--- config.mk ---
export PLATFORM = sky130hd
export DESIGN_NAME = mem_wb_stage
export DESIGN_NICKNAME = d
export VERILOG_FILES = /design/src/rtl/mem_wb_stage.sv
export SDC_FILE = /design/constraint.sdc
export NUM_CORES = 1
export LEC_CHECK = 0
export ABC_AREA = 1
export BUFFER_PORTS_ARGS = -buffer_cell sky130_fd_sc_hd__buf_2
export CAP_MARGIN = 40
export CORE_ASPECT_RATIO = 1.4
export CORE_MARGIN = 4
export CORE_UTILIZATION = 45
export DETAILED_ROUTE_END_ITERATION = 10
export PLACE_DENSITY = 0.73
export SLEW_MARGIN = 25
export SYNTH_ARGS = -nofsm -noshare
export SYNTH_HDL_FRONTEND = slang
export SYNTH_SLANG_ARGS = --single-unit
--- constraint.sdc ---
create_clock -name clk -period 1.8 [get_ports clk]
set_clock_uncertainty 0.05 [all_clocks]
set_input_delay 0.09 -clock clk [delete_from_list [all_inputs] [get_ports clk]]
set_output_delay 0.09 -clock clk [all_outputs]
set_load 0.05 [all_outputs]
--- src/rtl/mem_wb_stage.sv ---
// mem_wb_stage: MEM->WB pipeline register for the RV32I core.
//   Takes one instruction per cycle from the data-RAM access stage and holds it
//   for the register-file write port. The stage extracts load data (byte/half,
//   sign or zero extended) before the register, then selects the writeback
//   value. It flags misaligned loads and reserved load encodings, and qualifies
//   the regfile write enable. It also exposes a forwarding port and counts
//   retired instructions.
// Ports:
//   clk, rst                  clock, synchronous active-high reset
//   mem_valid / mem_ready     MEM-side handshake (mem_ready = !wb_stall)
//   flush                     kill the instruction offered this cycle
//   wb_stall                  hold all WB state
//   *_mem inputs              control, address and data from the MEM stage
//   *_wb outputs              registered WB state and qualified write enable
//   fwd_en/fwd_addr/fwd_data  forwarding copy of the WB write
//   retired_cnt               instructions that have left WB (wraps)
module mem_wb_stage #(
   parameter int unsigned DATA_WIDTH    = 32,
   parameter int unsigned REGADDR_WIDTH = 5,
   parameter int unsigned OFF_WIDTH     = 2,
   parameter int unsigned CNT_WIDTH     = 32
) (
   input  logic                     clk,
   input  logic                     rst,
   input  logic                     mem_valid,
   output logic                     mem_ready,
   input  logic                     flush,
   input  logic                     wb_stall,
   input  logic                     regs_write_mem,
   input  logic                     mem_to_reg_mem,
   input  logic [2:0]               funct3_mem,
   input  logic [OFF_WIDTH-1:0]     byte_off_mem,
   input  logic [DATA_WIDTH-1:0]    alu_result_mem,
   input  logic [DATA_WIDTH-1:0]    ram_out_mem,
   input  logic [REGADDR_WIDTH-1:0] rs1_addr_mem,
   input  logic [REGADDR_WIDTH-1:0] rs2_addr_mem,
   input  logic [REGADDR_WIDTH-1:0] rd_addr_mem,
   output logic                     wb_valid,
   output logic                     regs_write_wb,
   output logic [REGADDR_WIDTH-1:0] rd_addr_wb,
   output logic [DATA_WIDTH-1:0]    rd_wdata_wb,
   output logic [DATA_WIDTH-1:0]    alu_result_wb,
   output logic [DATA_WIDTH-1:0]    ram_out_wb,
   output logic [REGADDR_WIDTH-1:0] rs1_addr_wb,
   output logic [REGADDR_WIDTH-1:0] rs2_addr_wb,
   output logic                     misaligned_wb,
   output logic                     illegal_ld_wb,
   output logic                     fwd_en,
   output logic [REGADDR_WIDTH-1:0] fwd_addr,
   output logic [DATA_WIDTH-1:0]    fwd_data,
   output logic [CNT_WIDTH-1:0]     retired_cnt
);

   localparam int unsigned SEL_WIDTH = OFF_WIDTH + 3;

   localparam logic [2:0] F3_LB  = 3'b000;
   localparam logic [2:0] F3_LH  = 3'b001;
   localparam logic [2:0] F3_LW  = 3'b010;
   localparam logic [2:0] F3_LBU = 3'b100;
   localparam logic [2:0] F3_LHU = 3'b101;

   // WB register payload
   typedef struct packed {
      logic                     valid;
      logic                     regs_write;
      logic                     misaligned;
      logic                     illegal_ld;
      logic [REGADDR_WIDTH-1:0] rd_addr;
      logic [REGADDR_WIDTH-1:0] rs1_addr;
      logic [REGADDR_WIDTH-1:0] rs2_addr;
      logic [DATA_WIDTH-1:0]    rd_wdata;
      logic [DATA_WIDTH-1:0]    alu_result;
      logic [DATA_WIDTH-1:0]    ram_out;
   } wb_regs_t;

   wb_regs_t                wb_d, wb_q;
   logic [CNT_WIDTH-1:0]    cnt_d, cnt_q;

   logic [OFF_WIDTH-1:0]    half_off;
   logic [SEL_WIDTH-1:0]    byte_base;
   logic [SEL_WIDTH-1:0]    half_base;
   logic [7:0]              byte_lane;
   logic [15:0]             half_lane;
   logic [DATA_WIDTH-1:0]   ld_data;
   logic                    ld_misaligned;
   logic                    ld_illegal;
   logic                    next_valid;

   assign mem_ready = !wb_stall;

   // Lane selection: halfword ignores offset bit 0
   always_comb begin
      half_off  = byte_off_mem & ~OFF_WIDTH'(1);
      byte_base = {byte_off_mem, 3'b000};
      half_base = {half_off, 3'b000};
      byte_lane = ram_out_mem[byte_base +: 8];
      half_lane = ram_out_mem[half_base +: 16];
   end

   // Load extraction and fault classification
   always_comb begin
      ld_data       = ram_out_mem;
      ld_misaligned = 1'b0;
      ld_illegal    = 1'b0;
      unique case (funct3_mem)
         F3_LB:  ld_data = {{(DATA_WIDTH-8){byte_lane[7]}}, byte_lane};
         F3_LBU: ld_data = {{(DATA_WIDTH-8){1'b0}}, byte_lane};
         F3_LH: begin
            ld_data       = {{(DATA_WIDTH-16){half_lane[15]}}, half_lane};
            ld_misaligned = byte_off_mem[0];
         end
         F3_LHU: begin
            ld_data       = {{(DATA_WIDTH-16){1'b0}}, half_lane};
            ld_misaligned = byte_off_mem[0];
         end
         F3_LW:  ld_misaligned = (byte_off_mem != '0);
         default: ld_illegal = 1'b1;
      endcase
      if (!mem_to_reg_mem) begin
         ld_misaligned = 1'b0;
         ld_illegal    = 1'b0;
      end
   end

   // Next WB state; fault flags and write enable are pre-qualified by valid
   always_comb begin
      wb_d       = wb_q;
      cnt_d      = cnt_q;
      next_valid = mem_valid & !flush;
      if (!wb_stall) begin
         wb_d.valid      = next_valid;
         wb_d.misaligned = next_valid & ld_misaligned;
         wb_d.illegal_ld = next_valid & ld_illegal;
         wb_d.regs_write = next_valid & regs_write_mem & (rd_addr_mem != '0)
                           & !ld_misaligned & !ld_illegal;
         wb_d.rd_addr    = rd_addr_mem;
         wb_d.rs1_addr   = rs1_addr_mem;
         wb_d.rs2_addr   = rs2_addr_mem;
         wb_d.rd_wdata   = mem_to_reg_mem ? ld_data : alu_result_mem;
         wb_d.alu_result = alu_result_mem;
         wb_d.ram_out    = ram_out_mem;
         if (wb_q.valid) begin
            cnt_d = cnt_q + CNT_WIDTH'(1);
         end
      end
   end

   always_ff @(posedge clk) begin
      if (rst) begin
         wb_q  <= '0;
         cnt_q <= '0;
      end else begin
         wb_q  <= wb_d;
         cnt_q <= cnt_d;
      end
   end

   assign wb_valid      = wb_q.valid;
   assign regs_write_wb = wb_q.regs_write;
   assign rd_addr_wb    = wb_q.rd_addr;
   assign rd_wdata_wb   = wb_q.rd_wdata;
   assign alu_result_wb = wb_q.alu_result;
   assign ram_out_wb    = wb_q.ram_out;
   assign rs1_addr_wb   = wb_q.rs1_addr;
   assign rs2_addr_wb   = wb_q.rs2_addr;
   assign misaligned_wb = wb_q.misaligned;
   assign illegal_ld_wb = wb_q.illegal_ld;
   assign fwd_en        = wb_q.regs_write;
   assign fwd_addr      = wb_q.rd_addr;
   assign fwd_data      = wb_q.rd_wdata;
   assign retired_cnt   = cnt_q;

endmodule

=== After elaboration in Yosys (flattened, before gate mapping) ===
Index checks and enable logic that the tools add are counted.

* Output and inout port bits: 186
* Logic and storage cells: 42
* Register bits after elaboration: 147

* Reductions and logical operators: 10
* Bitwise operators: 8
* Shifts and indexed selects: 2
* Eq/ne operators: 4
* Muxes and demuxes: 6
* Add/sub/neg operators: 1

{| class="wikitable"
|+ Operators by type and width
! cell !! number
|-
| one-hot mux 32 bit (4 select lines) || 1
|-
| adder 32 x 1 -> 32 bit (second input constant) || 1
|-
| two-way mux 32 bit || 1
|-
| indexed part select 32 x 6 -> 16 bit || 1
|-
| indexed part select 32 x 6 -> 8 bit || 1
|-
| AND 1 bit || 7
|-
| equality test 3 bit (second input constant) || 2
|-
| nonzero test 5 bit || 1
|-
| OR reduction 5 bit || 1
|-
| zero test 1 bit || 4
|-
| equality test 3 x 1 -> 1 bit (second input constant) || 1
|-
| equality test 3 x 2 -> 1 bit (second input constant) || 1
|-
| zero test 3 bit || 1
|-
| two-way mux 1 bit || 3
|-
| one-hot mux 1 bit (2 select lines) || 1
|-
| AND reduction 2 bit || 1
|-
| nonzero test 2 bit || 1
|-
| OR reduction 2 bit || 1
|-
| inverter 1 bit || 1
|}

=== Depth between registers and ports, before layout ===
Gate-level depths: netlist (run 1).

* Depth in word-level cells: 7
* Depth in mapped cells: 10
* Mapped depth without buffers: 10

=== Worst setup path before layout (run 1) ===
OpenSTA, ideal clock, no wires.

* Path kind: register -> register
* From: reg cnt_q[0] (netlist: retired_cnt[0])
* To: reg cnt_q[22] (netlist: retired_cnt[22])
* Required time: 1.638 ns
* Cell stages (with the launch flop): 11
* Setup slack: -0.145 ns
* Arrival: 1.783 ns
* Library setup time: 0.112 ns
* Path through: dfxtp_1 -> ha_1 -> nand3_2 -> inv_2 -> nand2_4 -> nor2_4 -> nand2_2 -> nor2_2 -> nand3_1 -> nor2_1 -> nor2_1

* Longest elaborated chain between the ends: 1

{| class="wikitable"
|+ RTL lines
! what !! RTL line !! text
|-
| from (decl) || 77 || <nowiki>logic [CNT_WIDTH-1:0] cnt_d, cnt_q;</nowiki>
|-
| from (signal assigned) || 154 || <nowiki>cnt_q <= cnt_d;</nowiki>
|-
| adder 32 x 1 -> 32 bit || 143 || <nowiki>cnt_d = cnt_q + CNT_WIDTH'(1);</nowiki>
|}

No other way between the ends.
A chain may end at the register's enable or synchronous reset.

=== Worst setup path after layout (run 1) ===
Same ends and word-level chain as after synthesis.

==> reports/results.ini, run 1 <==
[yosys]
synth_area_um2 = 6997
synthXorXnorAreaFrac = 0.002504
synth_edf_count = 0
synth_ff_type = dfxtp_1
muxShareOfSynthArea = 0
synth.largest_area_cell = dfxtp_1
synth_top_family_by_area = simple AND/OR/NAND/NOR gates
synthTopCellsByArea = dfxtp_1 (42%), o21ai_0 (9.9%), nand2_1 (9.2%)
avgSynthCellArea_um2 = 7.025
synth_top_area_frac = 0.4206
synth_warnings = 0
synth_compound_area_frac = 0.2210
yosys.area_share.simple = 0.2260
ys_types = 36
synthArstFlopShare = 0
syn_nets = 1088
synth_cells = 996
synth_seq_cells = 147
seq_area_frac_synth = 0.4206
synthAdderAreaFrac = 0.001788

[floorplanning]
row_count = 53
initial_utilization = 0.4628
dieWidth_um = 113.4
core-area_um2 = 15120
die_h_um = 155.5
io_pins = 277
die_area_um2 = 17640

[run]
cap_violations = 0

[global_route]
grt_max_degree = 84
grt_pass1_wl_um = 37270
antenna_found_initial = 1
grt_util_all_layers = 0.2635
overflow = 0
grt_pass1_vias = 7374

[pwr]
power_mw = 9.054
ir_drop_mv = 0.6464
p_leak_nw = 4.552
p_per_area_nw_per_um2 = 939.2

[timing]
fin_crit_ns = 1.670
finalSetupViolations = 0
tightest_slew_ns = 0.6559
maxSlewViolCount = 0
hold_violations = 0
finalCritPeriodShare = 0.9276
rsz0062_at_grt = no
relSlewSlack = 0.5627
setup_tns_ns = 0
fmax_mhz = 598.9

[clock_tree]
cts.path.max_buffers = 2
clkSinkCount = 147
root_buffer = clkbuf_16
clk_latency_ns = 0.41
cts_buffers = 17
clk_pin_slew_ns = 0.06
cts_tree = yes
h-tree-depth = 4

[critical_path]
critPathTopFamily = simple AND/OR/NAND/NOR gates
startpoint_type = flop
cp_common_cell = nor2_1
cp-end-kind = flop
worstSetupPathType = reg -> reg
worstPathCellList = ha_1, nand3_2, inv_2, nand2_4, nor2_4, nand2_2, nor2_2, nand3_1, nor2_1, nor2_1
crit_path_max_incr_delay_ns = 0.40
cp_slowest_cell = dfxtp_2
worst-path-buf-inv = 1
critPathRequiredTime_ns = 2.06
arrival_ns = 1.93
cp_max_fo = 6

[status]
status = complete, no violations

[finish]
final_cell_area_um2 = 9641
final_cell_mix = buf_2 (276), nand2_1 (171), dfxtp_1 (144)
final_core_util = 0.6376
final_layout_size_suffix_gt1_frac = 0.2783
layout.cells.most_common = buf_2
fin_nets = 1387
syn_to_final_growth_pct = 37.79
stdcell_count = 1501

[drt]
via_per_inst = 5.107
drt-total-wl_um = 24130
wl_per_cell_um = 16.08
dr.pass1.iters = 6
ant_nets = 0
route.vias.total = 7666
drt_iter0_drc = 532
drcViolationCount = 0

[placement]
hpwl_um = 17060
port_buffers = 276
dp.cells = 1386
placed_area_um2 = 8224
globalplace.congestion = 0.9283

[worst_hold_path]
hold_class = in -> reg

==> final timing paths <==
kind | start | to | depth (start not counted) | slack, ns
max | retired_cnt[0] | retired_cnt[22] | 10 | 0.13
min | wb_stall | fwd_addr[1] | 3 | 0.03
max reg2reg | retired_cnt[0] | retired_cnt[22] | 10 | 0.13
min reg2reg | illegal_ld_wb | illegal_ld_wb | 2 | 0.41
==> power breakdown <==
| group | total, mW | internal, mW | switching [mW] |
|---|---|---|---|
| Sequential | 3.55 | 3.44 | 0.111 |
| Clock | 3.53 | 2.10 | 1.44 |
| Combinational | 1.97 | 0.531 | 1.44 |
==> metrics by stage <==
stage	setup WS [ns]	hold WS (ns)
after global placement	0.2418	0.2743
after floorplan	0.01794	0.1804
final	0.1302	0.02621
after detailed placement	0.1798	0.2796
after CTS	0.1492	0.008002
after global routing	0.006116	0.02470
==> Yosys cell counts (5+ instances only) <==
| cell type | number |
|---|---|
| nand2_1 | 171 |
| dfxtp_1 | 147 |
| nor2_4 | 6 |
| inv_1 | 91 |
| buf_2 | 7 |
| nand4_1 | 9 |
| nor2_1 | 139 |
| nand3_1 | 26 |
| clkbuf_1 | 41 |
| nor3_1 | 5 |
| o21ai_0 | 138 |
| a21oi_2 | 12 |
| buf_4 | 39 |
| o22ai_1 | 16 |
| o2111ai_1 | 7 |
| o211ai_1 | 5 |
| a21oi_1 | 101 |
==> cells by family (layout without fill, tap and decap cells) <==
logic type	count (synthesis)	in the layout
simple gates	371	371
compound gates	286	286
buf+inv	189	501
flops	147	147
xor+xnor	2	2
fa+ha+maj	1	1
other cells	0	1
==> worst reg2reg max path, cell delays in order, from the launching register on <==
cell and delay, ns:
dfxtp_2 0.40, ha_1 0.26, nand3_2 0.15, inv_2 0.10, nand2_4 0.07, nor2_4 0.12
nand2_2 0.09, nor2_2 0.11, nand3_1 0.08, nor2_1 0.10, nor2_1 0.04
==> metal layers <==
layer	vias up	share of wire	routed length, µm	global-route usage
li1	3836	-	-	-
met3	56	0.063	1521	0.06248
met5	-	0	0	0
met1	3475	0.39	9335	0.2966
met2	299	0.51	12400	0.4664
met4	0	0.036	876	0.1249
==> area by class of cell <==
type	instances	area, µm²
Clock inverter	13	147.6
Antenna cell	1	2.502
Multi-Input combinational cell	660	3161
Tap cell	192	240.2
Inverter	97	367.9
Sequential cell	147	2947
Fill cell	1363	5479
Timing Repair Buffer	372	2332
Clock buffer	19	442.9
==> state kept, by name (all words and copies together), names as in the netlist, 5 cells and up <==
register       count
fwd_addr           5
fwd_data          32
rs2_addr_wb        5
alu_result_wb     32
retired_cnt       32
rs1_addr_wb        5
ram_out_wb        32
==> what timing repair did <==
action	4_1_cts	5_1_grt
gates resized for setup	0	1
hold endpoints to repair	89	0
buffers inserted	0	0
hold buffers	82	0
endpoints found under the setup margin	0	2
Power figures use the tool's default switching activity.
==> run 2, diff against run 1 <==
--- a/config.mk
+++ b/config.mk
@@ -5,14 +5,13 @@
 export SDC_FILE = /design/constraint.sdc
 export NUM_CORES = 1
 export LEC_CHECK = 0
-export ABC_AREA = 1
 export BUFFER_PORTS_ARGS = -buffer_cell sky130_fd_sc_hd__buf_2
 export CAP_MARGIN = 40
 export CORE_ASPECT_RATIO = 1.4
 export CORE_MARGIN = 4
 export CORE_UTILIZATION = 45
 export DETAILED_ROUTE_END_ITERATION = 10
-export PLACE_DENSITY = 0.73
+export PLACE_DENSITY = 0.74
 export SLEW_MARGIN = 25
 export SYNTH_ARGS = -nofsm -noshare
 export SYNTH_HDL_FRONTEND = slang
==> run 2 against run 1 <==
The run now ends with setup timing left. Flip-flop and latch count unchanged. Power decreased by 3.8%. Clock-buffer cell count increased by 5. Synthesized area decreased by 4.2%. Cell area increased by 1.5%. Setup slack got worse by 0.20 ns. Utilization increased by 3.6 points. Critical path depth decreased by 4. Sequential share of layout area increased by 0.27 points. Global-route usage increased by 0.22 points. Clock power decreased by 7.6%. Critical endpoint is now retired_cnt[19]. Largest cell class unchanged. Largest power group unchanged. Highest routed layer is now met5.
==> reports/results.ini, run 2 <==
[finish]
final_cell_mix = buf_2 (274), dfxtp_1 (121), nor2_1 (109)
num-fill-cells = 1152  ; -15%
final_layout_size_suffix_gt1_frac = 0.3835  ; +0.1053
layout.cells.most_common = buf_2
multiInputGateArea_um2 = 3292  ; +4.2%
syn_to_final_growth_pct = 45.87
regArea_um2 = 3015  ; +2.3%
final_core_util = 0.6741  ; +0.03649
antenna_cells = 0  ; -1
fin_nets = 1161  ; -16%
stdcell_count = 1271  ; -15%

[placement]
port_buffers = 276  ; unchanged
dp.cells = 1144  ; -17%
dpl_worst_slack_ns = -0.1847  ; -0.3645 ns
hpwl_um = 15990  ; -6.3%
globalplace.congestion = 0.8473  ; -8.7%

[yosys]
synth_top_family_by_area = simple AND/OR/NAND/NOR gates
synthXorXnorAreaFrac = 0.01176  ; +0.009252
synth_cells = 735  ; -26%
ys_types = 55  ; +53%
synth_compound_area_frac = 0.1181  ; -0.1029
muxShareOfSynthArea = 0.1623  ; +0.1623
seq_area_frac_synth = 0.4389  ; +0.01829
synthAdderAreaFrac = 0.001866  ; +0.00007775
synth_ff_type = dfxtp_1
yosysMostFrequentCell = dfxtp_1
synthTopCellsByCount = dfxtp_1 (147), nor2_1 (109), mux2i_1 (84)
synthTopCellsByArea = dfxtp_1 (44%), mux2i_1 (13%), nor2_1 (6.1%)
synth_area_um2 = 6705  ; -4.2%
synth_edf_count = 0  ; unchanged
synth_warnings = 0  ; unchanged
yosys.area_share.simple = 0.1804  ; -0.04559
synthArstFlopShare = 0  ; unchanged
synth_top_area_frac = 0.4389  ; +0.01829
synth.largest_area_cell = dfxtp_1
syn_nets = 827  ; -24%
synth_seq_cells = 147  ; unchanged
avgSynthCellArea_um2 = 9.123  ; +30%

[global_route]
grt_pass1_wl_um = 36230  ; -2.8%
grt_max_degree = 76  ; -9.5%
overflow = 0  ; unchanged
antenna_found_initial = 1  ; unchanged
grt_pass1_vias = 6693  ; -9.2%
grt_util_all_layers = 0.2657  ; +0.002237

[critical_path]
worst_r2r_endpoint = retired_cnt[19]
startpoint_type = flop
worstSetupStartpoint = retired_cnt[4]
worstSetupPathType = reg -> reg
critPathRequiredTime_ns = 2.09  ; +0.03 ns
reg2regPathDepth = 6  ; -4
timing.rr.start = retired_cnt[4]
r2r_slack_ns = -0.07  ; -0.20 ns
arrival_ns = 2.17  ; +0.24 ns
cp-end-kind = flop
cp_max_fo = 8  ; +2

[run]
cap_violations = 0  ; unchanged

[floorplanning]
die_area_um2 = 16940  ; -3.9%
die_h_um = 152.4  ; -2.0%
dieWidth_um = 111.2  ; -2.0%
core-area_um2 = 14510  ; -4.0%
row_count = 52  ; -1.9%
initial_utilization = 0.4621  ; -0.0006185
io_pins = 277  ; unchanged

[drt]
drcViolationCount = 0  ; unchanged
via_per_inst = 5.376  ; +5.3%
ant_nets = 0  ; unchanged
wl_per_cell_um = 18.50  ; +15%
drt-total-wl_um = 23510  ; -2.6%
drt_iter0_drc = 463  ; -13%
dr.pass1.iters = 5  ; -1
route.vias.total = 6833  ; -11%

[pwr]
pwr-share-comb = 0.224  ; +0.006
p_per_area_nw_per_um2 = 890.5  ; -5.2%
internal-power_mw = 5.902  ; -2.7%
p_clk_frac = 0.374  ; -0.016
switching_share = 0.3223  ; -0.007938
p_leak_nw = 4.742  ; +4.2%
ir_drop_mv = 0.5826  ; -9.9%
switching_power_mw = 2.807  ; -6.1%
power_mw = 8.709  ; -3.8%
power_frac_seq = 0.402  ; +0.010

[clock_tree]
clkSinkCount = 147  ; unchanged
clk_pin_slew_ns = 0.06  ; about the same
cts_tree = yes
cts_buffers = 17  ; unchanged
cts.path.max_buffers = 2  ; unchanged
root_buffer = clkbuf_16
clk_latency_ns = 0.42  ; about the same
h-tree-depth = 4  ; unchanged

[timing]
tightest_slew_ns = 0.4927  ; -0.1632 ns
rsz0062_at_grt = yes
holdWs_ns = 0.02729  ; +0.001077 ns
hold_violations = 0  ; unchanged
finalCritPeriodShare = 1.040  ; +0.1128
finalSetupViolations = 11  ; +11
maxSlewViolCount = 0  ; unchanged
relSlewSlack = 0.6715  ; +0.1088
fin_crit_ns = 1.873  ; +0.2030 ns
setup_ws_ns = -0.07276  ; -0.2030 ns
fmax_mhz = 534.0  ; -11%

[worst_hold_path]
whs_path_depth = 2  ; -1
hold_class = in -> reg
worstHoldStart = rst
hold_end = alu_result_wb[13]

[status]
status = finished, violations left
failed_checks = setup timing

==> run 2: cell types whose count changed in the layout (fill, tap and decap cells not counted), moves of 13 or more <==
cell / delta
and3_1: +17
nand2_1: -134
nor2_1: -29
inv_1: -79
o22ai_1: -13
buf_4: +22
dfxtp_4: +16
nand3_1: -17
dfxtp_1: -23
o21ai_0: -105
mux2i_1: +84
a21oi_1: -45
==> run 2: power by group through the flow <==
stage	Clock (mW)	Combinational [mW]	Sequential [mW]
floorplan	0	0.776	4.11
global placement	0	1.77	3.56
detailed placement	0	1.78	3.57
CTS	3.31	1.93	3.50
global route	3.43	2.04	3.52
finish	3.26	1.95	3.50
==> run 2: area by class of cell <==
| cell class | instances | share of cell area |
|---|---|---|
| clock buffers | 24 | 0.05028 |
| clock inverters | 8 | 0.005245 |
| inverters | 13 | 0.004989 |
| multi-input cells | 485 | 0.3366 |
| flip-flops and latches | 147 | 0.3083 |
| well taps | 189 | 0.02418 |
| repair buffers | 405 | 0.2704 |
==> run 2: worst max path at each step <==
stage	end	cells after the start	slack [ns]
2_1_floorplan	retired_cnt[20]	5	-0.18
3_3_place_gp	retired_cnt[25]	5	-0.15
3_5_place_dp	retired_cnt[25]	5	-0.18
4_1_cts	retired_cnt[25]	5	-0.07
5_1_grt	retired_cnt[25]	5	-0.13
6_report	retired_cnt[19]	6	-0.07
==> run 2: worst max-delay path: stages (launching register included) <==
cell and delay, ns:
dfxtp_4 0.36, nand4_4 0.12, or4_4 0.54, buf_8 0.17, buf_4 0.14, or3_1 0.30
a21oi_1 0.13
==> run 2: per-layer routing <==
metal  GRT usage  wire (µm)
met1      0.2997       8978
met2      0.4550      11650
met3     0.07429       1743
met4      0.1374       1127
met5           0         13
==> run 2: what timing repair did <==
item,4_1_cts,5_1_grt
buffers inserted,4,0
hold endpoints to repair,97,0
pin swaps,5,0
cloned,1,0
gates resized for setup,10,5
endpoints found under the setup margin,10,15
hold buffers,90,0
==> run 2: cells by family (layout without fill, tap and decap cells) <==
kind of cell	Yosys count	after routing
XOR/XNOR	9	9
buffers and inverters	103	450
multiplexers	99	99
AO/OA/AOI/OAI	132	132
adder cells (fa/ha/maj)	1	1
flip-flops	147	147
AND/OR/NAND/NOR	244	244
==> run 2: per-stage QoR <==
step	setup TNS (ns)	instance area, µm²
after floorplan	-2.041	6862
after global placement	-0.6990	8235
after detailed placement	-0.8466	8235
after CTS	-0.4507	9756
after global routing	-1.308	9781
final	-0.5318	9781
